### src/rtl/updown_sweep_ctrl.sv
// Up/down sweep sequencer: owns the count register and bounces it between latched lo/hi limits.
// Optional endpoint dwell (HOLD_HI/HOLD_LO states) is compiled in with `define SWEEP_DWELL_EN.
//
// state     | meaning
// ----------+-----------------------------------------------------------
// S_IDLE    | waiting for start; count/dir keep their last values
// S_UP      | counting towards hi, dir=1
// S_DOWN    | counting towards lo, dir=0; lo here closes one sweep
// S_HOLD_HI | (dwell build) parked at hi for DWELL cycles, dir already 0
// S_HOLD_LO | (dwell build) parked at lo for DWELL cycles, dir already 1
module updown_sweep_ctrl #(
   parameter int W     = 4,
   parameter int DWELL = 2
) (
   input  logic         clk,
   input  logic         rst,
   input  logic         start,
   input  logic         stop,
   input  logic [W-1:0] lo,
   input  logic [W-1:0] hi,
   input  logic [3:0]   cycles,
   output logic [W-1:0] count,
   output logic         dir,
   output logic         busy,
   output logic         done,
   output logic         err
);

`ifdef SWEEP_DWELL_EN
   typedef enum logic [2:0] {
      S_IDLE    = 3'd0,
      S_UP      = 3'd1,
      S_DOWN    = 3'd2,
      S_HOLD_HI = 3'd3,
      S_HOLD_LO = 3'd4
   } state_t;

   localparam int TW = (DWELL > 1) ? $clog2(DWELL) : 1;
   localparam logic [TW-1:0] TMR_LOAD = TW'(DWELL - 1);

   logic [TW-1:0] tmr_q, tmr_d;
`else
   typedef enum logic [1:0] {
      S_IDLE = 2'd0,
      S_UP   = 2'd1,
      S_DOWN = 2'd2
   } state_t;
`endif

   generate
      if (DWELL < 1) begin : g_dwell_range
         $error("updown_sweep_ctrl: DWELL must be >= 1");
      end
   endgenerate

   state_t       state_q, state_d;
   logic [W-1:0] count_q, count_d;
   logic [W-1:0] lo_q, lo_d;
   logic [W-1:0] hi_q, hi_d;
   logic [3:0]   cyc_q, cyc_d;
   logic [3:0]   nsw_q, nsw_d;
   logic         dir_q, dir_d;
   logic         done_q, done_d;
   logic         err_q, err_d;
   logic         last_sweep;
   logic         flat;

   // cycles==0 never matches, which is what makes the program continuous
   assign last_sweep = (cyc_q != 4'd0) && ((nsw_q + 4'd1) == cyc_q);
   assign flat       = (hi_q == lo_q);

   always_ff @(posedge clk) begin
      if (!rst) begin
         state_q <= S_IDLE;
         count_q <= '0;
         lo_q    <= '0;
         hi_q    <= '0;
         cyc_q   <= '0;
         nsw_q   <= '0;
         dir_q   <= 1'b1;
         done_q  <= 1'b0;
         err_q   <= 1'b0;
`ifdef SWEEP_DWELL_EN
         tmr_q   <= '0;
`endif
      end else begin
         state_q <= state_d;
         count_q <= count_d;
         lo_q    <= lo_d;
         hi_q    <= hi_d;
         cyc_q   <= cyc_d;
         nsw_q   <= nsw_d;
         dir_q   <= dir_d;
         done_q  <= done_d;
         err_q   <= err_d;
`ifdef SWEEP_DWELL_EN
         tmr_q   <= tmr_d;
`endif
      end
   end

   always_comb begin
      state_d = state_q;
      count_d = count_q;
      lo_d    = lo_q;
      hi_d    = hi_q;
      cyc_d   = cyc_q;
      nsw_d   = nsw_q;
      dir_d   = dir_q;
      done_d  = 1'b0;
      err_d   = err_q;
`ifdef SWEEP_DWELL_EN
      tmr_d   = tmr_q;
`endif

      if (stop) begin
         state_d = S_IDLE;
      end else begin
         case (state_q)
            S_IDLE: begin
               if (start) begin
                  if (lo > hi) begin
                     err_d = 1'b1;
                  end else begin
                     lo_d    = lo;
                     hi_d    = hi;
                     cyc_d   = cycles;
                     count_d = lo;
                     dir_d   = 1'b1;
                     nsw_d   = 4'd0;
                     err_d   = 1'b0;
                     state_d = S_UP;
                  end
               end
            end

            S_UP: begin
               if (count_q < hi_q) begin
                  count_d = count_q + 1'b1;
               end else begin
                  dir_d = 1'b0;
`ifdef SWEEP_DWELL_EN
                  tmr_d   = TMR_LOAD;
                  state_d = S_HOLD_HI;
`else
                  state_d = S_DOWN;
                  if (!flat) count_d = count_q - 1'b1;
`endif
               end
            end

            S_DOWN: begin
               if (count_q > lo_q) begin
                  count_d = count_q - 1'b1;
               end else if (last_sweep) begin
                  done_d  = 1'b1;
                  state_d = S_IDLE;
               end else begin
                  nsw_d = nsw_q + 4'd1;
                  dir_d = 1'b1;
`ifdef SWEEP_DWELL_EN
                  tmr_d   = TMR_LOAD;
                  state_d = S_HOLD_LO;
`else
                  state_d = S_UP;
                  if (!flat) count_d = count_q + 1'b1;
`endif
               end
            end

`ifdef SWEEP_DWELL_EN
            // the exit cycle of a hold already performs the first step
            S_HOLD_HI: begin
               if (tmr_q == '0) begin
                  state_d = S_DOWN;
                  if (!flat) count_d = count_q - 1'b1;
               end else begin
                  tmr_d = tmr_q - 1'b1;
               end
            end

            S_HOLD_LO: begin
               if (tmr_q == '0) begin
                  state_d = S_UP;
                  if (!flat) count_d = count_q + 1'b1;
               end else begin
                  tmr_d = tmr_q - 1'b1;
               end
            end
`endif

            default: state_d = S_IDLE;
         endcase
      end
   end

   assign count = count_q;
   assign dir   = dir_q;
   assign busy  = (state_q != S_IDLE);
   assign done  = done_q;
   assign err   = err_q;

endmodule
### config.mk
export PLATFORM = sky130hd
export DESIGN_NAME = updown_sweep_ctrl
export DESIGN_NICKNAME = d
export VERILOG_FILES = /design/src/rtl/updown_sweep_ctrl.sv
export SDC_FILE = /design/constraint.sdc
export NUM_CORES = 1
export LEC_CHECK = 0
export CORE_MARGIN = 2
export CORE_UTILIZATION = 45
export CTS_BUF_LIST = sky130_fd_sc_hd__clkbuf_4 sky130_fd_sc_hd__clkbuf_8
export DETAILED_ROUTE_END_ITERATION = 6
export HOLD_SLACK_MARGIN = 0.08
export PLACE_DENSITY_LB_ADDON = 0.2
export RECOVER_POWER = 25
export SLEW_MARGIN = 20
export SYNTH_ARGS = -nofsm -noshare
export SYNTH_HDL_FRONTEND = slang
export SYNTH_SLANG_ARGS = --single-unit
### constraint.sdc
create_clock -name clk -period 6.5 [get_ports clk]
set_input_delay 1.625 -clock clk [delete_from_list [all_inputs] [get_ports clk]]
set_output_delay 1.625 -clock clk [all_outputs]
set_load 0.01 [all_outputs]
=== After elaboration in Yosys (flattened, before gate mapping) ===
Index checks and enable logic that the tools add are counted.

* Flip-flop bits (word level): 25
* Bits in latches: 0
* Bits in writable memories: 0
* ROM bits: 0
* Bits of input ports: 16
* Output and inout bits: 8
* Memories kept: 0

* Add/subtract/negate cells: 3
* Multiply operators: 0
* Div/mod/pow operators: 0
* Magnitude comparators: 3
* Equality and inequality tests: 12
* Shift-type cells: 0
* Mux-type cells: 27
* Bitwise operators: 4
* Reductions and logical operators: 14

{| class="wikitable"
|+ Operator list
! operator !! count
|-
| $mux 4 || 11
|-
| $reduce_and 7->1 || 2
|-
| $pmux 4 s3 || 1
|-
| $ne 2x2->1 const B || 5
|-
| $ne 3x3->1 const B || 3
|-
| $add 4x1->4 const B || 2
|-
| $eq 4x4->1 || 2
|-
| $gt 4x4->1 || 2
|-
| $mux 1 || 8
|-
| $mux 2 || 4
|-
| $pmux 4 s2 || 1
|-
| $reduce_and 4->1 || 2
|-
| $pmux 2 s3 || 1
|-
| $reduce_and 6->1 || 1
|-
| $lt 4x4->1 || 1
|-
| $not 1->1 || 4
|-
| $reduce_bool 2->1 || 2
|-
| $reduce_bool 4->1 || 1
|-
| $reduce_or 4->1 || 1
|-
| $sub 4x1->4 const B || 1
|-
| $pmux 1 s3 || 1
|-
| $reduce_and 3->1 || 1
|-
| $reduce_bool 3->1 || 1
|-
| $eq 2x1->1 const B || 1
|-
| other kinds (4) || 4
|}

=== Longest topological paths before layout ===
* Depth in word-level cells: 6
* Gate-level depth with buffers: 9

=== Worst setup path before layout ===
Ideal clock, no wire load.

* Kind: input to register
* From: in hi[1]
* To: reg dir_q, in the netlist dir
* Arrival: 3.285 ns
* Setup slack: 3.094 ns
* Stages on the path: 8
* Cells stage by stage: inv_1 -> ha_1 -> nor2b_1 -> o41a_1 -> a2bb2oi_2 -> nand2_1 -> nor4_1 -> mux2_2

* Longest elaborated chain between the ends: 3

{| class="wikitable"
|+ RTL lines
! what !! line !! RTL
|-
| from (decl) || 20 || <nowiki>input logic [W-1:0] hi,</nowiki>
|-
| $gt 4x4->1 || 122 || <nowiki>if (lo > hi) begin</nowiki>
|-
| $ne 2x2->1 (no source line) || -- ||
|-
| $reduce_and 7->1 (no source line) || -- ||
|-
| to (signal assigned) || 93 || <nowiki>dir_q <= dir_d;</nowiki>
|-
| to (decl) || 62 || <nowiki>logic dir_q, dir_d;</nowiki>
|}

No other way between the ends.
A chain may end at the register's enable or synchronous reset.

=== Final worst setup path ===
Ends and elaborated chain as after synthesis.

==> results by group <==
Timing
  • Max_slew headroom: 16.30%
  • Final Setup Violations: 0
  • Fin. Hold Viols: 0
  • Fin. max-slew vios: 0
  • Fin crit share: 57.42%
  • FMAX: 267.9 MHz
  • Worst Max-Slew Pin Slew: 1255 ps
  • Setup TNS: 0 ps
  • Final Skew: 10.17 ps
  • Final worst slack: 2768 ps
  • Crit path time final: 3732 ps
  • RSZ-0062 raised after global routing: false
  • Worst hold slack: 496.0 ps

Critical path
  • Worst EP required: 6670 ps
  • Data arrival, critical path: 3910 ps
  • R2R cell count: 7
  • Setup crit end kind: flop
  • CP startpoint kind: input pin
  • Critical Path Fanout Max: 6
  • WS Path Type: in2reg

Clock network
  • Clock sink count: 25
  • Post-CTS Setup Bufs: 0
  • CTS HTree Levels: 1
  • TritonCTS buffer count: 3
  • Cts hold-fix bufs: 0
  • Clk Tree Root Cell: clkbuf_8
  • CTS tree: done
  • Clk buf depth: 2
  • Clk Latency, worst-skew pair: 270 ps
  • Clock slew at reported path FFs: 90 ps
  • Post-CTS Resized: 0

Synthesis
  • Top cells by area, synth: dfxtp_1 29%, ha_1 13%, mux2i_1 9.7%
  • Yosys cell types: 43
  • Asr flop ratio synth: 0%
  • Top-count cell post-synth: dfxtp_1
  • Dominant synthesized flop cell: dfxtp_1
  • Synth top area share: 28.55%
  • Avg Inst Size Synth: 8.721 um2
  • Post-Syn Instances: 201
  • Sequential fraction of the synthesis area: 28.55%
  • Area of the mapped netlist: 0.001753 mm2
  • Post-synth EDFFs: 0
  • Synth Register Bits: 25
  • Synth warnings: 0
  • Synth cell count leaders: 25 x dfxtp_1, 18 x ha_1, 18 x inv_1
  • Mapped Nets: 235
  • Largest area contributor in the netlist: dfxtp_1

Power and ir drop
  • Reg power frac: 45.8%
  • Logic pwr share: 29.0%
  • Pleak: 0.8545 nW
  • Max IR drop VDD: 0.1380 mV
  • Clock network power share: 25.2%
  • PwrDens: 179.9 mW/mm2
  • P_sw: 0.1143 mW
  • Sw frac: 30.70%
  • Int Power: 0.2580 mW

Placement
  • Final GP Congestion: 0.8153
  • DP Cell Count: 267
  • Place WS: 2470 ps
  • Post-DP HPWL: 2.919 mm
  • Number of I/O port buffers: 23

Final layout
  • Fin nets: 258
  • Layout area overhead: 18.06%
  • Share of cells above drive strength 1: 5.381%
  • Inserted Diodes: 0
  • Final cell count without fillers: 271
  • Final core occ: 55.69%
  • Fill cells: 354

Floorplanning
  • Die X: 66.42 um
  • Die area: 0.004411 mm2
  • Initial Util: 47.17%
  • Ports: 24
  • Row cnt: 22
  • Core box area: 0.003716 mm2
  • Die height: 66.42 um

GRT
  • Total track usage: 17.83%
  • First-pass GRT wire length: 6.016 mm
  • Antenna violations before repair: 0
  • Vias in the first global route: 1,301
  • Largest net degree at the start of global routing: 33
  • Grt total ovfl: 0

Routing
  • DR DRC count: 0
  • Drt first-iter violations: 85
  • Routed len/inst: 13.91 um
  • ANT nets after route: 0
  • Pre-Repair DR Iteration Count: 4
  • Via density: 5.343
  • Vias post-DR: 1,448
  • DRT Wirelength: 3.770 mm

Hold path
  • Worst hold path class: reg2reg
  • Hold depth: 2

Run
  • Max-cap violations: 0

Outcome
  • Status: finished, final reports clean
state kept, by name (all words and copies together) (netlist names):
register  count
err           1
state_q       2
done          1
nsw_q         4
hi_q          4
cyc_q         4
lo_q          4
count         4
dir           1
cells in the final DEF, fill, tap and decap left out, types with 6 or more instances in the layout:
cell / count
dfxtp_1: 25
inv_1: 18
ha_1: 18
nand2_1: 17
mux2i_1: 17
clkdlybuf4s50_1: 16
nor2b_1: 14
xnor2_1: 11
nor2_1: 8
dlygate4sd3_1: 7
o21a_1: 6
a21oi_1: 6
cell type report:
cell class	instances	area [um2]	share of cell area, %
multi-input combinational	152	1161	56.11
clock buffer	3	41.29	1.995
inverter	18	67.56	3.265
clock inverter	1	5.005	0.2418
tap	48	60.06	2.902
sequential	25	500.5	24.18
timing repair buffer	24	234.0	11.31
kinds of logic (layout without fill, tap and decap cells):
kind of cell             Yosys count  count (layout)  share of synthesized area, %
AO/OA/AOI/OAI                     36              36                         15.63
buffers and inverters             24              46                         5.210
flip-flops                        25              25                         28.55
XOR/XNOR                          13              13                         6.495
AND/OR/NAND/NOR                   67              67                         20.91
adder cells (fa/ha/maj)           18              18                         12.85
multiplexers                      18              18                         10.35
final timing paths:
path,from,end,slack (ps)
worst max-delay path,hi[1],dir,2770
worst min-delay path,nsw_q[1],nsw_q[1],500
worst max register to register,count[1],dir,4050
worst min register to register,nsw_q[1],nsw_q[1],500
critical path: stages:
cell             delay [ps]
clkdlybuf4s50_1         470
inv_1                    50
ha_1                    280
nor2b_1                 140
o41a_1                  320
a2bb2oi_2               160
nand2_1                 170
nor4_1                  330
mux2_2                  360
power groups by stage:
stage / registers (mW) / clock network, mW / logic, mW
2_1_floorplan: 0.173 / 0 / 0.0750
3_3_place_gp: 0.174 / 0 / 0.107
3_5_place_dp: 0.174 / 0 / 0.109
4_1_cts: 0.171 / 0.0961 / 0.109
5_1_grt: 0.172 / 0.102 / 0.120
6_report: 0.171 / 0.0938 / 0.108
per-layer routing:
metal	wire, um	vias to the layer above	share of wire, %	track usage, %
met5	0	-	0	0
met4	39	0	1.0	3.827
met3	129	4	3.4	4.429
met2	1717	18	46	28.88
met1	1884	674	50	23.83
li1	-	752	-	-
stage by stage:
step	power [mW]	instance area (um2)
finish	0.3723	2069
global route	0.3943	2069
CTS	0.3763	2073
detailed placement	0.2833	2027
global placement	0.2816	2027
floorplan	0.2476	1753
Note: power is estimated with default switching activity, not from simulation.
